==> config.mk <==
export PLATFORM = sky130hd
export DESIGN_NAME = mem_arbiter
export DESIGN_NICKNAME = d
export VERILOG_FILES = /design/src/rtl/mem_arbiter.sv
export SDC_FILE = /design/constraint.sdc
export NUM_CORES = 1
export LEC_CHECK = 0
export BUFFER_PORTS_ARGS = -buffer_cell sky130_fd_sc_hd__buf_2
export CORE_ASPECT_RATIO = 1.1
export CORE_MARGIN = 4
export CORE_UTILIZATION = 44
export DETAILED_ROUTE_END_ITERATION = 8
export GPL_ROUTABILITY_DRIVEN = 0
export PLACE_DENSITY = 0.91
export SLEW_MARGIN = 15
export SYNTH_ARGS = -nofsm -noshare
export SYNTH_HDL_FRONTEND = slang
export SYNTH_SLANG_ARGS = --single-unit
==> constraint.sdc <==
create_clock -name clk -period 2.1 [get_ports clk]
set_clock_uncertainty 0.1 [all_clocks]
set_input_delay 0.105 -clock clk [delete_from_list [all_inputs] [get_ports clk]]
set_output_delay 0.105 -clock clk [all_outputs]
set_load 0.02 [all_outputs]
==> src/rtl/mem_arbiter.sv <==
// Two-port (instruction fetch / data) arbiter onto a single-ported memory.
// Data has priority, but fetch is forced through once it has waited MAX_WAIT cycles.
module mem_arbiter #(
  parameter int unsigned MAX_WAIT       = 4,
  parameter bit          WORD_ALIGN_CHK = 1'b1
) (
  input  logic        clk,
  input  logic        rst,
  input  logic        if_req,
  input  logic [31:0] if_addr,
  output logic        if_ready,
  output logic [31:0] if_rdata,
  input  logic        dm_read,
  input  logic        dm_write,
  input  logic [31:0] dm_addr,
  input  logic [31:0] dm_wdata,
  output logic        dm_ready,
  output logic [31:0] dm_rdata,
  output logic        mem_read,
  output logic        mem_write,
  output logic [31:0] mem_addr,
  output logic [31:0] mem_wdata,
  input  logic [31:0] mem_rdata,
  output logic        stall,
  output logic        err_align
);

  localparam int unsigned AW = 32;
  localparam int unsigned DW = 32;
  localparam int unsigned CW = 4;
  localparam logic [CW-1:0] MAX_WAIT_C = CW'(MAX_WAIT);

  typedef enum logic [2:0] {
    IDLE   = 3'd0,
    ACC_I  = 3'd1,
    ACC_D  = 3'd2,
    RESP_I = 3'd3,
    RESP_D = 3'd4
  } state_e;

  state_e        state_q, state_d;
  logic [CW-1:0] wait_q, wait_d;
  logic          mem_read_q, mem_read_d;
  logic          mem_write_q, mem_write_d;
  logic [AW-1:0] mem_addr_q, mem_addr_d;
  logic [DW-1:0] mem_wdata_q, mem_wdata_d;
  logic          if_ready_q, if_ready_d;
  logic          dm_ready_q, dm_ready_d;
  logic [DW-1:0] if_rdata_q, if_rdata_d;
  logic [DW-1:0] dm_rdata_q, dm_rdata_d;
  logic          err_q, err_d;
  logic          dm_req;

  assign dm_req = dm_read | dm_write;

  // Arbitration, access sequencing and fetch starvation counter
  always_comb begin
    state_d     = state_q;
    wait_d      = wait_q;
    mem_read_d  = 1'b0;
    mem_write_d = 1'b0;
    mem_addr_d  = '0;
    mem_wdata_d = '0;
    if_ready_d  = 1'b0;
    dm_ready_d  = 1'b0;
    if_rdata_d  = if_rdata_q;
    dm_rdata_d  = dm_rdata_q;
    err_d       = err_q;

    if (if_req && (state_q != ACC_I) && (state_q != RESP_I) && (wait_q < MAX_WAIT_C)) begin
      wait_d = wait_q + CW'(1);
    end

    unique case (state_q)
      IDLE: begin
        if (if_req && (!dm_req || (wait_q == MAX_WAIT_C))) begin
          state_d    = ACC_I;
          wait_d     = '0;
          mem_read_d = 1'b1;
          mem_addr_d = if_addr;
          if (WORD_ALIGN_CHK && (if_addr[1:0] != 2'b00)) err_d = 1'b1;
        end else if (dm_req) begin
          // Simultaneous read+write performs the write only
          state_d     = ACC_D;
          mem_write_d = dm_write;
          mem_read_d  = ~dm_write;
          mem_addr_d  = dm_addr;
          mem_wdata_d = dm_write ? dm_wdata : '0;
          if (WORD_ALIGN_CHK && (dm_addr[1:0] != 2'b00)) err_d = 1'b1;
        end
      end
      ACC_I: begin
        if_rdata_d = mem_rdata;
        if_ready_d = 1'b1;
        state_d    = RESP_I;
      end
      ACC_D: begin
        if (mem_read_q) dm_rdata_d = mem_rdata;
        dm_ready_d = 1'b1;
        state_d    = RESP_D;
      end
      RESP_I, RESP_D: state_d = IDLE;
      default:        state_d = IDLE;
    endcase
  end

  always_ff @(posedge clk) begin
    if (rst) begin
      state_q     <= IDLE;
      wait_q      <= '0;
      mem_read_q  <= 1'b0;
      mem_write_q <= 1'b0;
      mem_addr_q  <= '0;
      mem_wdata_q <= '0;
      if_ready_q  <= 1'b0;
      dm_ready_q  <= 1'b0;
      if_rdata_q  <= '0;
      dm_rdata_q  <= '0;
      err_q       <= 1'b0;
    end else begin
      state_q     <= state_d;
      wait_q      <= wait_d;
      mem_read_q  <= mem_read_d;
      mem_write_q <= mem_write_d;
      mem_addr_q  <= mem_addr_d;
      mem_wdata_q <= mem_wdata_d;
      if_ready_q  <= if_ready_d;
      dm_ready_q  <= dm_ready_d;
      if_rdata_q  <= if_rdata_d;
      dm_rdata_q  <= dm_rdata_d;
      err_q       <= err_d;
    end
  end

  // Reset during a write access must keep the memory from committing
  assign mem_write = mem_write_q & ~rst;
  assign mem_read  = mem_read_q;
  assign mem_addr  = mem_addr_q;
  assign mem_wdata = mem_wdata_q;
  assign if_ready  = if_ready_q;
  assign dm_ready  = dm_ready_q;
  assign if_rdata  = if_rdata_q;
  assign dm_rdata  = dm_rdata_q;
  assign err_align = err_q;
  assign stall     = (if_req & ~if_ready_q) | (dm_req & ~dm_ready_q);

endmodule

# After elaboration in Yosys (flattened, before gate mapping)

Index checks and enable logic that the tools add are counted.

Register bits after elaboration: 140
Output and inout port bits: 134
Word-level logic and storage cells: 63

Add/sub/neg operators: 1
Order comparisons: 1
Equal/unequal tests: 7
Multiplexer cells: 16
Bitwise gates (word level): 11
Reduce and logical (&&, ||, !) cells: 16

Operators with widths:

| operator                                                              | count |
|---|---|
| 32-bit two-way mux                                                    | 2 |
| 4-bit two-way mux                                                     | 3 |
| 3-bit case mux with 3 select lines                                    | 1 |
| 1-bit two-way mux                                                     | 8 |
| 2-bit nonzero test                                                    | 4 |
| 3-bit two-way mux                                                     | 2 |
| 1-bit inverter                                                        | 6 |
| 5-bit OR reduction                                                    | 1 |
| 4-bit by 1-bit adder with 4-bit output (second input constant)        | 1 |
| 4-bit by 3-bit == test with 1-bit output (second input constant)      | 1 |
| 1-bit logical AND                                                     | 4 |
| 4-bit by 3-bit < comparator with 1-bit output (second input constant) | 1 |
| 4-bit AND reduction                                                   | 1 |
| 4-bit OR reduction                                                    | 1 |
| 1-bit AND                                                             | 3 |
| 3-bit by 1-bit == test with 1-bit output (second input constant)      | 1 |
| 3-bit by 2-bit == test with 1-bit output (second input constant)      | 1 |
| 3-bit zero test                                                       | 1 |
| 3-bit by 1-bit != test with 1-bit output (second input constant)      | 1 |
| 3-bit by 2-bit != test with 1-bit output (second input constant)      | 1 |
| 3-bit != test (second input constant)                                 | 1 |
| 2-bit by 1-bit != test with 1-bit output (second input constant)      | 1 |
| 1-bit bitwise OR                                                      | 2 |
| 2-bit AND reduction                                                   | 1 |
| 3 further kinds                                                       | 3 |

# Longest topological paths before layout

Depth after elaboration: 7
Gate-level depth with buffers: 7
Depth with buffers taken out: 5

# Worst setup path after synthesis

OpenSTA, ideal clock, no wires.

Path type: reg2reg
Start: reg state_q[1]
End: reg mem_wdata_q[23] (netlist: mem_wdata[23])
Setup time: 0.059 ns
Data arrival time: 1.549 ns
Data required time: 1.941 ns
Path slack: 0.392 ns
Stages on the path, launching flop included: 7
Path through: dfxtp_1 -> buf_6 -> or4_4 -> buf_6 -> nor3b_4 -> buf_6 -> and2_1

Longest elaborated chain between the ends: 3

Ends and longest elaborated chain:

| what                                | RTL line | source |
|---|---|---|
| start, declared                     | 41       | `state_e state_q, state_d;` |
| start signal, assigned              | 121      | `state_q <= state_d;` |
| 3-bit zero test                     | 74       | `unique case (state_q)` |
| 1-bit inverter (no source line)     | -        |  |
| 5-bit OR reduction (no source line) | -        |  |
| end signal, assigned                | 126      | `mem_wdata_q <= mem_wdata_d;` |
| end, declared                       | 46       | `logic [DW-1:0] mem_wdata_q, mem_wdata_d;` |

No other way between the ends.
A chain may end at the register's enable or synchronous reset.

# Final worst setup path

Start: reg wait_q[0]
End: reg mem_addr_q[28] (netlist: mem_addr[28])

Longest elaborated chain between the ends: 4

Ends and longest elaborated chain:

| what                                     | RTL line | source |
|---|---|---|
| start, declared                          | 42       | `logic [CW-1:0] wait_q, wait_d;` |
| start signal, assigned                   | 122      | `wait_q <= wait_d;` |
| 4-bit by 3-bit == test with 1-bit output | 76       | `if (if_req && (!dm_req \|\| (wait_q == MAX_WAIT_C))) begin` |
| 1-bit logical OR                         | 76       |  |
| 1-bit logical AND                        | 76       |  |
| 32-bit two-way mux                       | 76       |  |
| end signal, assigned                     | 125      | `mem_addr_q <= mem_addr_d;` |
| end, declared                            | 45       | `logic [AW-1:0] mem_addr_q, mem_addr_d;` |

No other way between the ends.

==> out/qor.yml <==
timing:
  slew_headroom_pct: 49.34
  fin_crit_ps: 2043
  slew_viol_final: 0
  tightestPinTransition_ps: 759.9
  setup_viol: 0
  finalHoldViolations: 0
  period_share_pct: 97.26
  max_freq_mhz: 489.6
route:
  via_count: 5809
  firstDrtPassIters: 5
  routed_via_density: 5.276
  drc: 0
  avgRoutedWirePerCell_um: 17.97
  routed_wl_um: 19780
  drtAntennaViolNets: 0
  drt_iter0_markers: 471
die:
  start_util_pct: 44.88
  core_mm2: 0.01086
  die_x_um: 108.4
  die_h_um: 118.4
  dieArea_mm2: 0.01283
  rows: 40
  ios: 267
pwr:
  ir_drop_uv: 509.9
  clockPowerShare_pct: 44.6
  cellPowerDensity_mw_per_mm2: 816.6
  finalPower_mw: 6.691
  p_seq_share_pct: 42.1
  intPower_mw: 5.008
  power_frac_comb_pct: 13.3
  p_sw_share_pct: 25.15
  power.leakage_nw: 3.779
  p_sw_mw: 1.683
clock_tree:
  clk_pin_slew_ps: 70
  clk_latency_ps: 400
  cts-root-buf: "clkbuf_16"
  cts_tree: "done"
  cts_buffers: 17
  cts.sinks: 140
  ctsHtreeMaxLevel: 4
  cts_buffer_depth: 2
synth:
  synthArstFlopShare_pct: 0
  synthFlopType: "dfxtp_1"
  synth.largest_area_cell: "dfxtp_1"
  syn_avg_cell_area_um2: 8.736
  synth.most_common_cell: "dfxtp_1"
  synth_nets: 693
  synthTopCellsByCount: "dfxtp_1, nand2_1, a21oi_1"
  synth.area.top_cells: "dfxtp_1, a21oi_1, nand2_1, and2_1, o21ai_0"
  synth.cell_area_mm2: 0.004875
  yosysWarningCount: 0
  synth_edf_count: 0
  synth_seq_area_share_pct: 57.49
  synth_top_area_share_pct: 57.49
  synthDistinctLibCells: 35
  syn_inst: 558
  ys_seq_elements: 140
critical_path:
  crit_path_end_kind: "flop"
  cp_slowest_cell: "dlygate4sd3_1"
  required_ps: 2350
  reg2reg_from: "wait_q[0]$_SDFF_PP0_"
  cp-endpoint: "mem_addr[28]$_SDFF_PP0_"
  worst_setup_path_start_kind: "flop"
  worst-endpoint-arrival_ps: 2290
  regToRegEndpoint: "mem_addr[28]$_SDFF_PP0_"
  crit_path_start: "wait_q[0]$_SDFF_PP0_"
  r2r_slack_ps: 60
  cp_top_family: "buffers and inverters"
  cp_max_fo: 34
  path_buf_inv: 3
  critical_path_class: "flop to flop"
  cp.depth: 7
  reg2regPathDepth: 7
  max_stage_delay_ps: 580
  cp_cell_sequence: "inv_1, ha_1, nand4b_1, buf_8, nand3_1, a21oi_1, dlygate4sd3_1"
min_path:
  min_path_type: "input pin to flop"
  min_from: "rst"
global_route:
  grt_pass1_vias: 5945
  overflow: 0
  grt_usage_pct: 30.27
  grt_pass1_wl_um: 30550
  grt_start_max_net_pins: 75
  antenna_found_initial: 3
final_layout:
  drive_gt1_share_pct: 33.96
  post_layout_nonfiller_instances: 1101
  syn_to_final_growth_pct: 68.10
  finish.utilization_pct: 75.45
  final_nets: 1073
flow_run:
  cap_violations: 0
placed_design:
  port_buffers: 266
  dp_hpwl_um: 9891
  dpl.cell_count: 937
status:
  outcome: "complete, no violations"
worst min-delay path by stage:
stage	endpoint	slack (ps)	cells past startpoint
floorplan	mem_wdata[0]$_SDFF_PP0_	130	1
global placement	mem_wdata[23]$_SDFF_PP0_	200	2
detailed placement	mem_wdata[19]$_SDFF_PP0_	210	2
CTS	mem_read$_SDFF_PP0_	10	4
global route	mem_addr[24]$_SDFF_PP0_	100	3
finish	mem_addr[19]$_SDFF_PP0_	90	3
layer usage:
metal / track usage (%) / up-vias / part of all wire (%)
met5: 0 / - / 0
met4: 20.28 / 0 / 6.4
met1: 31.05 / 2650 / 33
li1: - / 2630 / -
met2: 51.71 / 408 / 50
met3: 9.776 / 121 / 10
cell usage in the layout (no fill, tap or decap), types with 3 or more instances in the layout:
cell type / n
a211oi_1: 3
a21oi_1: 97
and2_1: 32
buf_2: 266
buf_4: 13
clkbuf_16: 17
clkinv_4: 3
clkinvlp_4: 4
dfxtp_1: 138
diode_2: 3
dlygate4sd3_1: 128
inv_1: 3
nand2_1: 128
nand3_1: 32
nor2_1: 4
nor2b_1: 5
nor3_1: 6
nor4b_1: 3
o21ai_0: 31
tightest hold or removal path: cells and delay by family:
kind | cells | cell delay (ps)
buffers and inverters | 1 | 110
AND/OR/NAND/NOR | 1 | 270
AO/OA/AOI/OAI | 1 | 60
stage by stage:
step / area (um2) / worst slack [ps] / setup TNS [ps] / hold WS (ps)
2_1_floorplan: 4875 / 392.0 / 0 / 126.7
3_3_place_gp: 6287 / 280.2 / 0 / 204.4
3_5_place_dp: 6287 / 225.3 / 0 / 208.1
4_1_cts: 8164 / 11.85 / 0 / 12.61
5_1_grt: 8194 / -6.355 / -8.185 / 102.7
6_report: 8194 / 57.46 / 0 / 85.49
flip-flops by register name, summed over array words and instances (netlist names):
| signal | cells |
|---|---|
| if_ready | 1 |
| dm_ready | 1 |
| mem_addr | 32 |
| state_q | 3 |
| mem_wdata | 32 |
| if_rdata | 32 |
| wait_q | 4 |
| mem_read | 1 |
| mem_write_q | 1 |
| dm_rdata | 32 |
| err_align | 1 |
logic make-up after synthesis:
family / Yosys count / synth area share, %
flip-flops: 140 / 57.49
adder cells (fa/ha/maj): 2 / 0.5133
buffers and inverters: 50 / 4.748
AO/OA/AOI/OAI: 139 / 14.73
AND/OR/NAND/NOR: 227 / 22.51
area by class of cell:
class	instances	area [um2]
Timing Repair Buffer	408	2725
Sequential cell	140	2805
Inverter	3	11.26
Multi-Input combinational cell	368	1866
Fill cell	701	2666
Clock buffer	20	456.7
Clock inverter	12	138.9
Antenna cell	3	7.507
Tap cell	147	183.9
power by group through the flow:
stage          clock network, mW  registers (mW)  logic [mW]
2_1_floorplan                  0            2.99       0.239
3_3_place_gp                   0            2.86       0.637
3_5_place_dp                   0            2.87       0.646
4_1_cts                     3.00            2.81       0.835
5_1_grt                     3.11            2.83       0.944
6_report                    2.98            2.82       0.888
repair_timing:
action	in CTS	in global routing
resized for setup	0	8
setup endpoints to repair	0	2
hold buffers	128	0
hold endpoints to repair	128	0
buffers inserted	0	2
Power figures use the tool's default switching activity.
